===== config.mk =====
export PLATFORM = sky130hd
export DESIGN_NAME = vga_timing_gen
export DESIGN_NICKNAME = d
export VERILOG_FILES = /design/src/rtl/vga_timing_gen.sv
export SDC_FILE = /design/constraint.sdc
export NUM_CORES = 1
export LEC_CHECK = 0
export BUFFER_PORTS_ARGS = -buffer_cell sky130_fd_sc_hd__buf_2
export CORE_UTILIZATION = 50
export CTS_CLUSTER_DIAMETER = 30
export DETAILED_ROUTE_END_ITERATION = 10
export HOLD_SLACK_MARGIN = 0.1
export PLACE_DENSITY = 0.78
export SYNTH_ARGS = -nofsm -noshare
export SYNTH_HDL_FRONTEND = slang
export SYNTH_SLANG_ARGS = --single-unit
export TNS_END_PERCENT = 5

===== constraint.sdc =====
create_clock -name clk -period 3.2 [get_ports clk]
set_input_delay 0.64 -clock clk [delete_from_list [all_inputs] [get_ports clk]]
set_output_delay 0.64 -clock clk [all_outputs]
set_load 0.01 [all_outputs]

===== src/rtl/vga_timing_gen.sv =====
// vga_timing_gen: parametrised raster timing generator stepped by pix_en.
// Produces h/v counters, line/frame start strobes, and decoded
// sync/de/vblank delayed by 1+SYNC_DELAY pixel steps so they can be aligned
// with a pipelined pixel path.
module vga_timing_gen #(
    parameter int H_VISIBLE  = 640,
    parameter int H_FRONT    = 16,
    parameter int H_SYNC     = 96,
    parameter int H_BACK     = 48,
    parameter int V_VISIBLE  = 480,
    parameter int V_FRONT    = 10,
    parameter int V_SYNC     = 2,
    parameter int V_BACK     = 33,
    parameter bit HS_POL     = 1'b0,
    parameter bit VS_POL     = 1'b0,
    parameter int CW         = 10,
    parameter int SYNC_DELAY = 0
) (
    input  logic          clk,
    input  logic          rst,
    input  logic          pix_en,
    output logic [CW-1:0] hcount,
    output logic [CW-1:0] vcount,
    output logic          hsync,
    output logic          vsync,
    output logic          de,
    output logic          vblank,
    output logic          line_start,
    output logic          frame_start
);

    localparam int H_TOTAL = H_VISIBLE + H_FRONT + H_SYNC + H_BACK;
    localparam int V_TOTAL = V_VISIBLE + V_FRONT + V_SYNC + V_BACK;
    localparam int HS_BEG  = H_VISIBLE + H_FRONT;
    localparam int HS_END  = HS_BEG + H_SYNC;
    localparam int VS_BEG  = V_VISIBLE + V_FRONT;
    localparam int VS_END  = VS_BEG + V_SYNC;

    localparam logic [CW-1:0] H_LAST = CW'(H_TOTAL - 1);
    localparam logic [CW-1:0] V_LAST = CW'(V_TOTAL - 1);

    // Reject geometries the counters cannot hold and over-long delay lines.
    if ((64'd1 << CW) < 64'(H_TOTAL) || (64'd1 << CW) < 64'(V_TOTAL)) begin : g_bad_cw
        $error("vga_timing_gen: CW too small for H_TOTAL/V_TOTAL");
    end
    if (SYNC_DELAY < 0 || SYNC_DELAY > 15) begin : g_bad_delay
        $error("vga_timing_gen: SYNC_DELAY must be 0..15");
    end

    // One decoded timing sample; all fields are active-high internally.
    typedef struct packed {
        logic hs;
        logic vs;
        logic de;
        logic vb;
    } tim_t;

    // Compare in 32 bits so end-of-range constants never wrap at CW bits.
    logic [31:0] hc32;
    logic [31:0] vc32;
    tim_t        dec;

    // Stage 0 is the decode register; stage SYNC_DELAY drives the outputs.
    tim_t [SYNC_DELAY:0] dly_pipe;

    assign hc32 = 32'(hcount);
    assign vc32 = 32'(vcount);

    // Decode the current raster position.
    always_comb begin
        dec    = '0;
        dec.de = (hc32 < 32'(H_VISIBLE)) && (vc32 < 32'(V_VISIBLE));
        dec.hs = (hc32 >= 32'(HS_BEG)) && (hc32 < 32'(HS_END));
        dec.vs = (vc32 >= 32'(VS_BEG)) && (vc32 < 32'(VS_END));
        dec.vb = (vc32 >= 32'(V_VISIBLE));
    end

    // Raster counters and one-clk wrap strobes; strobes drop on the next clk
    // even when pix_en is sparse.
    always_ff @(posedge clk) begin
        if (rst) begin
            hcount      <= '0;
            vcount      <= '0;
            line_start  <= 1'b0;
            frame_start <= 1'b0;
        end else begin
            line_start  <= 1'b0;
            frame_start <= 1'b0;
            if (pix_en) begin
                if (hcount == H_LAST) begin
                    hcount     <= '0;
                    line_start <= 1'b1;
                    if (vcount == V_LAST) begin
                        vcount      <= '0;
                        frame_start <= 1'b1;
                    end else begin
                        vcount <= vcount + 1'b1;
                    end
                end else begin
                    hcount <= hcount + 1'b1;
                end
            end
        end
    end

    // Decode register plus alignment delay, advancing only on pixel steps.
    always_ff @(posedge clk) begin
        if (rst) begin
            dly_pipe <= '0;
        end else if (pix_en) begin
            dly_pipe[0] <= dec;
            for (int i = 1; i <= SYNC_DELAY; i++) begin
                dly_pipe[i] <= dly_pipe[i-1];
            end
        end
    end

    assign hsync  = dly_pipe[SYNC_DELAY].hs ? HS_POL : ~HS_POL;
    assign vsync  = dly_pipe[SYNC_DELAY].vs ? VS_POL : ~VS_POL;
    assign de     = dly_pipe[SYNC_DELAY].de;
    assign vblank = dly_pipe[SYNC_DELAY].vb;

endmodule


==> results.md, run 1 <==
- Post-place instance area: between 1000 and 1500 sq um
- Max IR drop VDD: roughly 0.21 mV
- Register bit count reported by yosys: 26
- Clk sink count: 26
- TritonCTS clock tree: done
- Min Tclk post-route: 2.10 ns
- Total grt overflow: 0
- Core Region: between 2000 and 2500 sq um
- Pin slew with the least headroom to its limit: roughly 0.48 ns
- Crit path kind: in2reg
- Routability cong.: ~0.85
- Fin. Hold Viols: 0
- Cell Rows: 17
- Number of buffers created by CTS: 3
- Die Span X: roughly 52 microns
- Design area: 1440 sq um
- Status: finished, final reports clean
- Adder-cell area share of the yosys netlist: 0.0493
- Power density over cell area: roughly 360 nW/um^2
- Post-CTS Hold Buffers: 0
- XOR/XNOR share of the synthesized area: 0.0621
- First-pass GRT wire length: around 4500 microns
- Largest area contributor in the netlist: dfxtp_1
- RSZ-0062 raised after global routing: false
- Slew Viols, Final: 0
- Clk root buf: clkbuf_4
- Syn Area/Cell: ~8.6 sq um
- Layout cells sized above 1: 0.220
- Post-route clock period utilization: 0.656
- Sequential area share after synthesis: 0.410
- Mux contribution to synthesized area: 0.00788
- Area growth, synth to finish: 13.7%
- GRT Util Overall: 0.217
- DP Wirelength: roughly 1900 microns
- Clk_skew: approximately 0.0075 ns
- Antenna Cells: 0
- Worst EP required: 3.45 ns
- Pin count of the biggest net entering global routing: 25
- Clk buf depth: 2
- # nets final: around 180
- H-tree Lvls: 1
- Final setup vio count: 0
- Max_cap viols: 0
- Clk Latency, worst-skew pair: between 0.3 and 0.4 ns
- Syn_nets: roughly 160
- Worst EP arrival: around 2.4 ns
- Clock-pin slew on the worst setup and hold paths: between 0.1 and 0.15 ns
- Worst setup SP type: input port
- Initial antenna violation count: 0
- Drt drc: 0
- Initial Util: 0.553
- Yosys warnings: 0
- I/O Pins: 29
- Synth area leaders: dfxtp_1 41%, a21oi_1 5.1%, ha_1 4.9%, nor2_1 4.4%, nand4_1 3.4%
- Port Buf Inserts: 28
- Routed WL per cell: about 13 microns
- Total vias in the final route: 1138
- Fmax achieved: 0.476 GHz
- Largest family of logic cells by synthesized area: simple AND/OR/NAND/NOR gates
- Most used routing layer: met2
- Vias in the first global route: 1026
- Worst Setup End Kind: flop
- First-iteration detailed-routing DRC count: 22
- Mapped Area: between 1000 and 1500 sq um
- Compound-gate portion of the synthesized area: 0.112
- Hold Path Class: reg2reg
- Simple-gate share of the synthesized area: 0.302
- Met3 Usage GRT: 0.0290
- Leading cell type in the layout, fill and taps excluded: buf_2
- Mapped Cells: about 150
- DR vias/cell: approximately 5.7
- Met1 Usage GRT: 0.272
- Commonest non-fill, non-tap cells in the layout: 28 x buf_2, 26 x dfxtp_1, 15 x nor2_1
- Sum Neg Setup Slack: 0 ns
- Cts repair resizes: 0
- Count of different cell masters after synthesis: 34
- Total Routed Length: around 2600 microns
- Drt first pass iters: 4
- Worst Path Max Fanout: 24
- Met2 usage: 0.380
- Die Footprint: 2750 sq um
- Remaining antenna violation count: 0
- Top cell type's share of synthesized area: 0.410
- Slew margin rel.: 0.681
- LEAKAGE: just under 0.6 nW
- Post-CTS Repair Setup Buffers: 0
- DIE HEIGHT: about 52 microns
## critical path, cell delays in order
cell and delay [ns]:
buf_2 0.22, and4_1 0.28, nand4_2 0.41, or4_1 0.63, a21oi_1 0.17
## final cells by class
cell class	count	area, sq um
clock buffers	4	36.3
fillers	222	853
inverters	9	33.8
multi-input cells	106	678
flip-flops and latches	26	520
well taps	28	35.0
repair buffers	28	140
## state kept, by name, indices dropped and copies added, names as in the netlist
| signal | flops |
|---|---|
| hcount | 10 |
| vcount | 10 |
| dly_pipe | 2 |
| de | 1 |
| frame_start | 1 |
| line_start | 1 |
| vblank | 1 |
## synth_stat cells (all sizes together)
cell type,number
buf,3
xor2,5
o21ai,7
mux2i,1
clkbuf,3
a21oi,13
a211oi,1
and4,2
nand4b,1
or2b,1
nand2,9
nand3,7
o21bai,1
o31ai,2
nor3,5
or4,3
ha,5
nor4b,2
nand3b,1
dfxtp,26
and2,1
or3,7
nand4,8
and3,3
nor2,15
xnor2,4
or3b,1
inv,9
o2111ai,1
## per-layer routing
| layer | wire length (microns) | vias up |
|---|---|---|
| li1 | - | 576 |
| met1 | 1130 | 521 |
| met4 | 29 | 0 |
| met2 | 1320 | 37 |
| met5 | 0 | - |
| met3 | 147 | 4 |
## report_power, final
part / internal, W / leakage [nW] / switching (W)
sequential: 0.000328 / 0.210 / 0.00000460
combinational: 0.00000973 / 0.350 / 0.0000162
clock: 0.0000696 / 0.0210 / 0.0000958
total: 0.000407 / 0.581 / 0.000117
## cell families (layout without fill, tap and decap cells)
family | count (synthesis) | in the layout
mux | 1 | 1
flops | 26 | 26
buf+inv | 15 | 41
simple gates | 66 | 66
fa+ha+maj | 5 | 5
compound gates | 25 | 25
xor+xnor | 9 | 9
## metrics by stage
stage	worst slack (ns)	total power (W)	util	hold WS, ns	instances
after floorplan	1.49	0.000357	-	0.441	147
after global placement	0.862	0.000365	0.613	0.449	197
after detailed placement	0.752	0.000366	0.613	0.457	197
after CTS	1.09	0.000530	0.629	0.475	201
after global routing	0.959	0.000543	0.629	0.499	201
final	1.10	0.000524	0.629	0.470	201
## final timing paths
kind               startpoint          end  slack [ns]  cells after the start
hold / removal    dly_pipe[2]  dly_pipe[2]        0.47                      2
setup reg to reg    hcount[5]    vcount[8]        1.16                      4
setup / recovery       pix_en    vcount[8]        1.10                      5
hold reg to reg   dly_pipe[2]  dly_pipe[2]        0.47                      2
Note: power is estimated with default switching activity, not from simulation.
==> inputs of run 2 (changes only) <==
--- a/config.mk
+++ b/config.mk
@@ -5,12 +5,13 @@
 export SDC_FILE = /design/constraint.sdc
 export NUM_CORES = 1
 export LEC_CHECK = 0
+export ABC_AREA = 1
 export BUFFER_PORTS_ARGS = -buffer_cell sky130_fd_sc_hd__buf_2
 export CORE_UTILIZATION = 50
 export CTS_CLUSTER_DIAMETER = 30
 export DETAILED_ROUTE_END_ITERATION = 10
 export HOLD_SLACK_MARGIN = 0.1
-export PLACE_DENSITY = 0.78
+export PLACE_DENSITY = 0.77
 export SYNTH_ARGS = -nofsm -noshare
 export SYNTH_HDL_FRONTEND = slang
 export SYNTH_SLANG_ARGS = --single-unit
==> constraint.sdc (replaced) <==
create_clock -name clk -period 2.11 [get_ports clk]
set_input_delay 0.422 -clock clk [delete_from_list [all_inputs] [get_ports clk]]
set_output_delay 0.422 -clock clk [all_outputs]
set_load 0.01 [all_outputs]
==> results.md, run 2 <==
- Status: finished, final reports clean
- Crit path kind: reg2reg
- CP top delay family: simple AND/OR/NAND/NOR gates
- Fraction of registers with async set/reset: 0 (unchanged)
- Pin slew with the least headroom to its limit: 0.309 ns (-0.169 ns)
- Slew Viols, Final: 0 (unchanged)
- Die Footprint: 3090 sq um (+12%)
- Yosys warnings: 0 (unchanged)
- Flop pwr share: 0.656 (+0.021)
- Worst Path Max Fanout: 11 (-54%)
- Largest area contributor in the netlist: dfxtp_1
- Placed cells: 272 (+38%)
- Non-Filler Instances: 275 (+37%)
- Top FF cell, synth: dfxtp_1
- Top post-synthesis cells by count: 53 x nand2_1, 37 x nor2_1, 34 x inv_1
- Biggest regs: hcount (10), vcount (10), dly_pipe (2)
- Post-CTS Hold Buffers: 0 (unchanged)
- Met3 Usage GRT: 0.0562 (+0.0272)
- Slew margin rel.: 0.793 (+0.112)
- DIE HEIGHT: 55.6 microns (+6.0%)
- EDFF count, synth: 0 (unchanged)
- DR vias/cell: 4.99 (-12%)
- Post-route clock period utilization: 0.769
- Antenna Cells: 0 (unchanged)
- Layout cells sized above 1: 0.164 (-0.0557)
- Routability cong.: 0.911 (+6.9%)
- Cts repair resizes: 0 (unchanged)
- Clk root buf: clkbuf_4
- Cell Rows: 19 (+2)
- Drt drc: 0 (unchanged)
- Met1 Usage GRT: 0.247 (-0.0255)
- Max IR drop VDD: 0.499 mV (+140%)
- Switching power: 0.000185 W (+58%)
- Depth of the worst register-to-register path: 8 (+4)
- Port Buf Inserts: 28 (unchanged)
- Reg-to-Reg End: vcount[3]
- Clk_skew: 0.00560 ns (-0.00186 ns)
- I/O Pins: 29 (unchanged)
- Count of different cell masters after synthesis: 28 (-18%)
- LEAKAGE: 0.801 nW (+38%)
- Max_cap viols: 0 (unchanged)
- Number of buffers created by CTS: 3 (unchanged)
- Worst EP arrival: 1.87 ns (-0.48 ns)
- Core Region: 2730 sq um (+19%)
- Crit path capture: vcount[3]
- GRT Util Overall: 0.218 (+0.000939)
- Leading cell type in the layout, fill and taps excluded: nand2_1
- Commonest non-fill, non-tap cells in the layout: 53 x nand2_1, 37 x nor2_1, 34 x inv_1
- Clk sink count: 26 (unchanged)
- Top cell type's share of synthesized area: 0.363 (-0.0469)
- Critical Path Source: hcount[0]
- First-pass GRT wire length: 5370 microns (+20%)
- Crit-path max cell delay: 0.41 ns (-0.22 ns)
- Initial antenna violation count: 0 (unchanged)
- CP bufs+invs: 0 (-1)
- Most used routing layer: met2
- Reg2reg start: hcount[0]
- Synth area leaders: dfxtp_1 36%, nand2_1 14%, nor2_1 9.7%, inv_1 8.9%, ha_1 4.4%
- RSZ-0062 raised after global routing: false
- Drt first pass iters: 4 (unchanged)
- Clock-pin slew on the worst setup and hold paths: 0.13 ns (about the same)
- P_int: 0.000583 W (+43%)
- Power density over cell area: 476 nW/um^2 (+31%)
- Sum Neg Setup Slack: 0 ns (unchanged)
- Hold Path Class: in2reg
- First-iteration detailed-routing DRC count: 29 (+32%)
- Switch share: 0.241 (+0.0179)
- CP Cell Sequence: ha_1, nand2_1, nor2_4, nand3_4, nand2_2, nand2_1, nand2_1, nor2_1
- Final setup vio count: 0 (unchanged)
- DP Wirelength: 2450 microns (+29%)
- Min Tclk post-route: ~1.6 ns
- Post-CTS Repair Setup Buffers: 0 (unchanged)
- CP most frequent cell: nand2_1
- Power share of the combinational group: 0.066 (+0.016)
- H-tree Lvls: 1 (unchanged)
- Routed WL per cell: 11.3 microns (-13%)
- Initial Util: 0.524 (-0.0283)
- Slowest stage cell, crit path: dfxtp_1
- Area growth, synth to finish: 12.5%
- Remaining antenna violation count: 0 (unchanged)
- Clk Latency, worst-skew pair: 0.33 ns (about the same)
- Pin count of the biggest net entering global routing: 18 (-28%)
- Total Routed Length: 3120 microns (+19%)
- # nets final: 254 (+40%)
- TritonCTS clock tree: done
- Clock power share: 0.278 (-0.038)
- CP Depth: 8 (+3)
- Total grt overflow: 0 (unchanged)
- Fmax achieved: ~0.6 GHz
- Hold WS: 0.335 ns (-0.135 ns)
- Syn_nets: 224 (+45%)
- Sequential area share after synthesis: 0.363 (-0.0469)
- Reg2reg setup slack: 0.49 ns (-0.67 ns)
- Mapped Cells: 216 (+47%)
- Register bit count reported by yosys: 26 (unchanged)
- Total vias in the final route: 1371 (+20%)
- Worst EP required: 2.36 ns (-1.09 ns)
- Mapped Area: 1430 sq um (+13%)
- Clk buf depth: 2 (unchanged)
- Met2 usage: 0.394 (+0.0144)
- Fin. Hold Viols: 0 (unchanged)
- Worst Setup End Kind: flop
- Most common cell in the netlist: nand2_1
- Worst setup SP type: flop
- Die Span X: 55.6 microns (+6.0%)
- Vias in the first global route: 1299 (+27%)
- Syn Area/Cell: 6.64 sq um (-23%)
==> run 2: cell types whose count changed after synthesis, sizes merged, moves of 6 or more <==
| cell | previous run | this run |
|---|---|---|
| inv | 9 | 36 |
| nand2 | 9 | 55 |
| nand3 | 7 | 13 |
| nor2 | 15 | 40 |
| or3 | 7 | 0 |
==> run 2: worst min path at each step <==
stage	from	to	slack (ns)	cells after the start
global placement	de	de	0.46	2
CTS	rst	vcount[8]	0.33	2
global route	rst	vcount[8]	0.32	2
floorplan	de	de	0.48	2
finish	rst	vcount[8]	0.33	2
detailed placement	de	de	0.47	2
==> run 2: layout make-up <==
type,count,area [sq um]
clock buffer,3,22.5
fill,296,1120
inverter,37,139
multi-input combinational,150,752
sequential,26,520
tap,31,38.8
timing repair buffer,28,140
==> run 2: cell families (layout without fill, tap and decap cells) <==
| logic type | Yosys count | count (layout) | synth area share |
|---|---|---|---|
| AO/OA/AOI/OAI | 21 | 21 | 0.0864 |
| XOR/XNOR | 3 | 3 | 0.0183 |
| adder cells (fa/ha/maj) | 5 | 5 | 0.0436 |
| buffers and inverters | 40 | 68 | 0.113 |
| flip-flops | 26 | 26 | 0.363 |
| AND/OR/NAND/NOR | 121 | 121 | 0.376 |
==> run 2: power by group through the flow <==
stage / clock, W / sequential, W / combinational, W
after floorplan: 0 / 0.000517 / 0.0000346
after global placement: 0 / 0.000515 / 0.0000498
after detailed placement: 0 / 0.000515 / 0.0000506
after CTS: 0.000222 / 0.000504 / 0.0000510
after global routing: 0.000240 / 0.000505 / 0.0000582
final: 0.000213 / 0.000504 / 0.0000507
==> run 2: worst register-to-register path, stage by stage, from the launching register on <==
cell	delay, ns
dfxtp_1	0.41
ha_1	0.21
nand2_1	0.11
nor2_4	0.19
nand3_4	0.12
nand2_2	0.21
nand2_1	0.17
nand2_1	0.10
nor2_1	0.04
==> run 2: through the flow <==
| stage | power (W) | utilization | setup slack [ns] | instance area (sq um) |
|---|---|---|---|---|
| finish | 0.000768 | 0.590 | 0.488 | 1610 |
| global route | 0.000804 | 0.590 | 0.325 | 1610 |
| CTS | 0.000777 | 0.590 | 0.480 | 1610 |
| detailed placement | 0.000566 | 0.582 | 0.453 | 1590 |
| global placement | 0.000564 | 0.582 | 0.491 | 1590 |
| floorplan | 0.000551 | - | 0.678 | 1430 |
==> run 2: metal layers <==
metal  up-vias  wire, microns
met1       603           1380
met4         0             50
li1        732              -
met5         -              0
met3         7            133
met2        29           1550
